## src/rtl/cnt_ctrl_if.sv

```systemverilog
// Command/status bundle between upstream sequencing logic and the cnt_ctrl run controller.
interface cnt_ctrl_if #(
   parameter int CNT_W = 4,
   parameter int DIV_W = 3
);
   logic             start;
   logic             stop;
   logic             clr;
   logic [DIV_W-1:0] div;
   logic [CNT_W-1:0] limit;
   logic             repeat_en;
   logic [CNT_W-1:0] cnt;
   logic             tick;
   logic             wrap;
   logic             busy;
   logic             done;
   logic [1:0]       state;

   modport master (
      output start, stop, clr, div, limit, repeat_en,
      input  cnt, tick, wrap, busy, done, state
   );

   modport slave (
      input  start, stop, clr, div, limit, repeat_en,
      output cnt, tick, wrap, busy, done, state
   );
endinterface

```

## src/rtl/cnt_ctrl.sv

```systemverilog
// Run controller: prescaler-gated counter sequenced by an IDLE/RUN/PAUSE/DONE FSM.
// The prescaler yields a one-cycle advance enable; no derived clocks.
module cnt_ctrl #(
   parameter int CNT_W = 4,
   parameter int DIV_W = 3
) (
   input logic        clk,
   input logic        rst,
   cnt_ctrl_if.slave  bus
);

   typedef enum logic [1:0] {
      IDLE  = 2'b00,
      RUN   = 2'b01,
      PAUSE = 2'b10,
      DONE  = 2'b11
   } state_t;

   state_t           state_q, state_d;
   logic [CNT_W-1:0] cnt_q, cnt_d, cnt_next;
   logic [DIV_W-1:0] presc_q, presc_d;
   logic             tick_q, tick_d;
   logic             wrap_q, wrap_d;
   logic             at_limit;

   // Using >= rather than == keeps a live decrease of limit from overshooting.
   assign at_limit = (cnt_q >= bus.limit);
   assign cnt_next = at_limit ? '0 : cnt_q + 1'b1;

   always_ff @(posedge clk or negedge rst) begin
      if (!rst) begin
         state_q <= IDLE;
         cnt_q   <= '0;
         presc_q <= '0;
         tick_q  <= 1'b0;
         wrap_q  <= 1'b0;
      end else begin
         state_q <= state_d;
         cnt_q   <= cnt_d;
         presc_q <= presc_d;
         tick_q  <= tick_d;
         wrap_q  <= wrap_d;
      end
   end

   // Command priority is clr > stop > start > advance.
   always_comb begin
      state_d = state_q;
      cnt_d   = cnt_q;
      presc_d = presc_q;
      tick_d  = 1'b0;
      wrap_d  = 1'b0;
      if (bus.clr) begin
         state_d = IDLE;
         cnt_d   = '0;
         presc_d = '0;
      end else begin
         case (state_q)
            IDLE: begin
               if (bus.start) begin
                  state_d = RUN;
                  cnt_d   = '0;
                  presc_d = '0;
               end
            end
            RUN: begin
               if (bus.stop) begin
                  state_d = PAUSE;
               end else if (presc_q >= bus.div) begin
                  cnt_d   = cnt_next;
                  presc_d = '0;
                  tick_d  = 1'b1;
                  wrap_d  = at_limit;
                  if (!bus.repeat_en && (cnt_next == bus.limit)) begin
                     state_d = DONE;
                  end
               end else begin
                  presc_d = presc_q + 1'b1;
               end
            end
            PAUSE: begin
               if (bus.start) begin
                  state_d = RUN;
               end
            end
            DONE: begin
               if (bus.start) begin
                  state_d = RUN;
                  cnt_d   = '0;
                  presc_d = '0;
               end
            end
            default: begin
               state_d = IDLE;
            end
         endcase
      end
   end

   assign bus.cnt   = cnt_q;
   assign bus.tick  = tick_q;
   assign bus.wrap  = wrap_q;
   assign bus.busy  = (state_q == RUN);
   assign bus.done  = (state_q == DONE);
   assign bus.state = state_q;

endmodule

```

## src/flat_wrapper.sv

```systemverilog
// flat-port wrapper written by rule: the top's interface ports become plain ports
module cnt_ctrl_flat 
#(
   parameter int CNT_W = 4,
   parameter int DIV_W = 3
)
  (clk, rst, bus_start, bus_stop, bus_clr, bus_div, bus_limit, bus_repeat_en, bus_cnt, bus_tick, bus_wrap, bus_busy, bus_done, bus_state);
  cnt_ctrl_if #(.CNT_W(CNT_W), .DIV_W(DIV_W)) bus_i ();
  input logic clk;
  input logic rst;
  input wire logic [$bits(bus_i.start)-1:0] bus_start;
  input wire logic [$bits(bus_i.stop)-1:0] bus_stop;
  input wire logic [$bits(bus_i.clr)-1:0] bus_clr;
  input wire logic [$bits(bus_i.div)-1:0] bus_div;
  input wire logic [$bits(bus_i.limit)-1:0] bus_limit;
  input wire logic [$bits(bus_i.repeat_en)-1:0] bus_repeat_en;
  output wire logic [$bits(bus_i.cnt)-1:0] bus_cnt;
  output wire logic [$bits(bus_i.tick)-1:0] bus_tick;
  output wire logic [$bits(bus_i.wrap)-1:0] bus_wrap;
  output wire logic [$bits(bus_i.busy)-1:0] bus_busy;
  output wire logic [$bits(bus_i.done)-1:0] bus_done;
  output wire logic [$bits(bus_i.state)-1:0] bus_state;
  assign bus_i.start = bus_start;
  assign bus_i.stop = bus_stop;
  assign bus_i.clr = bus_clr;
  assign bus_i.div = bus_div;
  assign bus_i.limit = bus_limit;
  assign bus_i.repeat_en = bus_repeat_en;
  assign bus_cnt = bus_i.cnt;
  assign bus_tick = bus_i.tick;
  assign bus_wrap = bus_i.wrap;
  assign bus_busy = bus_i.busy;
  assign bus_done = bus_i.done;
  assign bus_state = bus_i.state;
  cnt_ctrl #(.CNT_W(CNT_W), .DIV_W(DIV_W)) u_core (.clk(clk), .rst(rst), .bus(bus_i));
endmodule
```

## config.mk

```make
export PLATFORM = sky130hd
export DESIGN_NAME = cnt_ctrl_flat
export DESIGN_NICKNAME = d
export VERILOG_FILES = /design/src/rtl/cnt_ctrl_if.sv /design/src/rtl/cnt_ctrl.sv /design/src/flat_wrapper.sv
export SDC_FILE = /design/constraint.sdc
export NUM_CORES = 1
export LEC_CHECK = 0
export CAP_MARGIN = 10
export CORE_UTILIZATION = 35
export CTS_BUF_LIST = sky130_fd_sc_hd__clkbuf_4
export CTS_CLUSTER_DIAMETER = 200
export DETAILED_ROUTE_END_ITERATION = 8
export GPL_ROUTABILITY_DRIVEN = 0
export GPL_TIMING_DRIVEN = 0
export HOLD_SLACK_MARGIN = 0.03
export SLEW_MARGIN = 20
export SYNTH_ARGS = -nofsm -noshare
export SYNTH_HDL_FRONTEND = slang
export SYNTH_SLANG_ARGS = --single-unit
```

## constraint.sdc

```tcl
create_clock -name clk -period 2.1 [get_ports clk]
set_clock_uncertainty 0.15 [all_clocks]
set_input_delay 0.525 -clock clk [delete_from_list [all_inputs] [get_ports clk]]
set_output_delay 0.525 -clock clk [all_outputs]
set_load 0.03 [all_outputs]
```

==> key figures <==
Synthesis
  – Avg Cell Area, Syn: roughly 9.5 sq um
  – Yosys reg bits: 11
  – Synthesized net count: approximately 120
  – Ys async rst share: 100.0%
  – Post-synth top cells: sky130_fd_sc_hd__dfrtp_1, sky130_fd_sc_hd__ha_1, sky130_fd_sc_hd__inv_1, sky130_fd_sc_hd__nor2_1, sky130_fd_sc_hd__nand2_1
  – Number of synthesized flops with an enable pin: 0
  – Main flop type after synthesis: sky130_fd_sc_hd__dfrtp_1
  – Synth warnings: 0
  – Cell variety after synth: 34
  – Portion of the post-synthesis area used by sequential elements: a little under a third
  – Count of mapped cells out of synthesis: 91
  – Top post-synthesis cells by area: sky130_fd_sc_hd__dfrtp_1, sky130_fd_sc_hd__ha_1, sky130_fd_sc_hd__inv_1, sky130_fd_sc_hd__o21ai_2, sky130_fd_sc_hd__nor2_1
  – Share of the synthesized area in the top cell type: between 30% and 40%
  – Summed instance area of the synthesized netlist: between 800 and 900 sq um
  – Yosys top cell by area: sky130_fd_sc_hd__dfrtp_1

Setup path
  – Delay of the slowest cell on the worst path: approximately 0.53 ns
  – Data required time at the worst endpoint: 2.15 ns
  – Crit Reg-Reg Endpoint: u_core.bus.cnt[0]
  – Logic depth of the worst register-to-register path: 7
  – R2r startpoint: u_core.bus.state[1]
  – Startpoint types: primary input
  – Register-to-register path setup slack: 0.02 ns
  – Biggest fanout along the worst timing path: 4
  – Cell type of the slowest stage on the worst timing path: sky130_fd_sc_hd__or4_4
  – Type of the worst setup path: in2reg
  – Sequence of cells on the critical path: dlygate4sd2_1 -> inv_2 -> ha_4 -> a21o_2 -> a31oi_4 -> a31o_4 -> or4_4 -> o21ai_2
  – Arrival time of the worst setup path: ~2.1 ns
  – Capturing element type of the critical path: register

Cells and area
  – Layout cells sized above 1: about 34%
  – Fin nets: around 150
  – Cell Count, Final, Fillers Out: 156
  – Post-synthesis to final-layout area growth: 50.94%
  – Inserted Diodes: 0
  – Final standard cell area without fillers: about 1300 sq um
  – Final cell utilization of the core: between 50 and 60%

Power
  – Proportion of total power due to net switching: 35.06%
  – Portion of total power attributed to sequential cells: between 30% and 40%
  – Switching power total: 0.2482 mW
  – Combinational cell fraction of total power: roughly 45%
  – Internal: approximately 0.46 mW
  – Max rail drop VDD: 0.4579 mV
  – Power share of the clock group: approximately a fifth
  – Leakage power: 0.6419 nW
  – Total chip power: a little over 0.7 mW
  – PwrDens: about 540 nW/um^2

Status
  – Run status: finished, final reports clean

STA
  – RSZ-0062 raised after global routing: yes
  – Max Fclk: between 400 and 500 MHz
  – Post-Route Hold Slack: just over 0.4 ns
  – Number of endpoints failing setup at the final stage: 0
  – Post-route clock period utilization: around 99%
  – Slew at the pin with the worst max-slew slack: 0.5100 ns
  – Relative slew slack: about 66%
  – Total negative slack: 0 ns
  – Final WS setup: ~0.016 ns
  – Final hold vios: 0
  – Number of slew-limit violations in the final report: 0
  – Tmin final: about 2.1 ns

Placement
  – Dpl cells: about 140
  – Number of buffers inserted by port buffering: 22
  – Detailed-placement wirelength estimate: between 1000 and 1500 um
  – Worst slack after detailed placement: -0.5529 ns
  – Post-detailed-placement cell area: roughly 1100 sq um

Drt
  – Routed via count divided by cell count: around 5.1
  – DR vias: 793
  – Count of TritonRoute iterations in the first routing pass: 2
  – Routed wirelength normalized by instance count: 12.06 um
  – Violation count after the first detailed-route iteration: 2
  – Post-route antenna net violation count: 0
  – DRC violations left: 0
  – Sum of routed wire length over all layers: 1881 um

Floorplan
  – Std-Cell Core Area: roughly 2300 sq um
  – Std cell rows: 17
  – Die X-Extent: 51.78 um
  – Top-level I/O count: 23
  – Starting density of the core: a little under two fifths
  – Die boundary height: 51.78 um
  – Full die area: about 2700 sq um

Clocking
  – TritonCTS clock tree: built
  – Master cell of the clock root buffer: sky130_fd_sc_hd__clkbuf_4
  – CTS sink cnt: 11
  – H-Tree Level Count: 1
  – Worst-Skew Late Latency: approximately 0.27 ns
  – Number of buffers inserted for hold repair after clock tree synthesis: 0
  – Clock-pin slew on the worst setup and hold paths: 0.07 ns
  – Clock buffer count from CTS: 3
  – Clk buf depth: 2

Hold path
  – Hold WC Path Type: reg2reg
  – Worst min-delay path startpoint: u_core.bus.cnt[3]
  – Min-Delay Path Depth: 2
  – Capture endpoint of the worst hold path: u_core.bus.cnt[3]

GRT
  – Residual overflow from global routing: 0
  – Aggregate global-route resource usage: 17.29%
  – Largest net degree at the start of global routing: 12
  – Vias in the first global route: between 800 and 900
  – Global-route wire length before repair: about 3400 um
  – Initial antenna violation count: 0

Job
  – Max-Cap Viols: 0
routing by layer:
metal	wire length (um)	part of all wire, %	track usage, %
met1	877	47	20.51
met5	0	0	0
met4	14	0.74	5.405
met3	88	4.7	5.848
met2	901	48	29.22
power groups by stage:
stage	Clock (mW)	Sequential (mW)	Combinational, mW
floorplan	0	0.269	0.155
global placement	0	0.253	0.252
detailed placement	0	0.253	0.255
CTS	0.153	0.248	0.282
global route	0.167	0.245	0.351
finish	0.145	0.243	0.320
critical path: cells and delay by family:
kind / cells / cell delay [ns]
buf+inv: 2 / 0.26
compound gates: 4 / 0.56
simple gates: 1 / 0.53
fa+ha+maj: 1 / 0.27
flip-flops by register name, indices dropped and copies added (netlist names):
name,cells
u_core.bus.tick,1
u_core.bus.cnt,4
u_core.bus.wrap,1
u_core.presc_q,3
u_core.bus.state,2
final cells by class:
cell class / instances / area [sq um]
Fill cell: 205 / 967.2
Multi-Input combinational cell: 69 / 631.9
Timing Repair Buffer: 33 / 294.0
Sequential cell: 11 / 279.0
Inverter: 11 / 41.29
Tap cell: 28 / 35.03
Clock buffer: 3 / 22.52
Clock inverter: 1 / 5.005
worst max-delay path by stage:
stage	slack [ns]	depth (start not counted)	start	end
CTS	0.002	8	bus_limit[1]	u_core.bus.state[1]
floorplan	0.004	6	u_core.bus.cnt[0]	u_core.bus.cnt[0]
global route	-0.02	7	u_core.bus.state[1]	u_core.bus.cnt[0]
global placement	-0.54	7	bus_limit[1]	u_core.bus.cnt[0]
finish	0.02	8	bus_div[2]	u_core.bus.cnt[0]
detailed placement	-0.55	7	bus_limit[1]	u_core.bus.cnt[0]
cell families (layout without fill, tap and decap cells):
kind of cell,Yosys count,in the layout,synth area share [%]
simple gates,27,27,16.74
compound gates,25,25,23.67
fa+ha+maj,11,11,15.87
flops,11,11,31.75
buf+inv,11,48,4.762
xor+xnor,3,3,3.031
mux,3,3,4.184
cell usage in the layout (no fill, tap or decap), types with 2 or more instances in the layout:
cell type,Yosys,final
sky130_fd_sc_hd__buf_4,0,11
sky130_fd_sc_hd__dlygate4sd2_1,0,9
sky130_fd_sc_hd__dfrtp_1,11,8
sky130_fd_sc_hd__inv_1,11,7
sky130_fd_sc_hd__nor2_1,7,7
sky130_fd_sc_hd__ha_1,11,7
sky130_fd_sc_hd__clkdlybuf4s50_1,0,7
sky130_fd_sc_hd__nand2_1,6,6
sky130_fd_sc_hd__inv_2,0,4
sky130_fd_sc_hd__o21ai_0,4,4
sky130_fd_sc_hd__o21ai_1,4,4
sky130_fd_sc_hd__o21ai_2,4,4
sky130_fd_sc_hd__ha_4,0,4
sky130_fd_sc_hd__clkbuf_4,0,3
sky130_fd_sc_hd__dlymetal6s2s_1,0,3
sky130_fd_sc_hd__dfrtp_2,0,3
sky130_fd_sc_hd__nor4_1,2,2
sky130_fd_sc_hd__o211ai_1,2,2
sky130_fd_sc_hd__xor2_1,2,2
sky130_fd_sc_hd__or3_1,2,2
sky130_fd_sc_hd__nand4_1,2,2
sky130_fd_sc_hd__clkdlybuf4s15_1,0,2
timing repair:
item	4_1_cts	5_1_grt
pin swaps	13	6
gates resized for setup	20	10
endpoints found under the setup margin	12	8
setup buffers	6	5
Note: power is estimated with default switching activity, not from simulation.
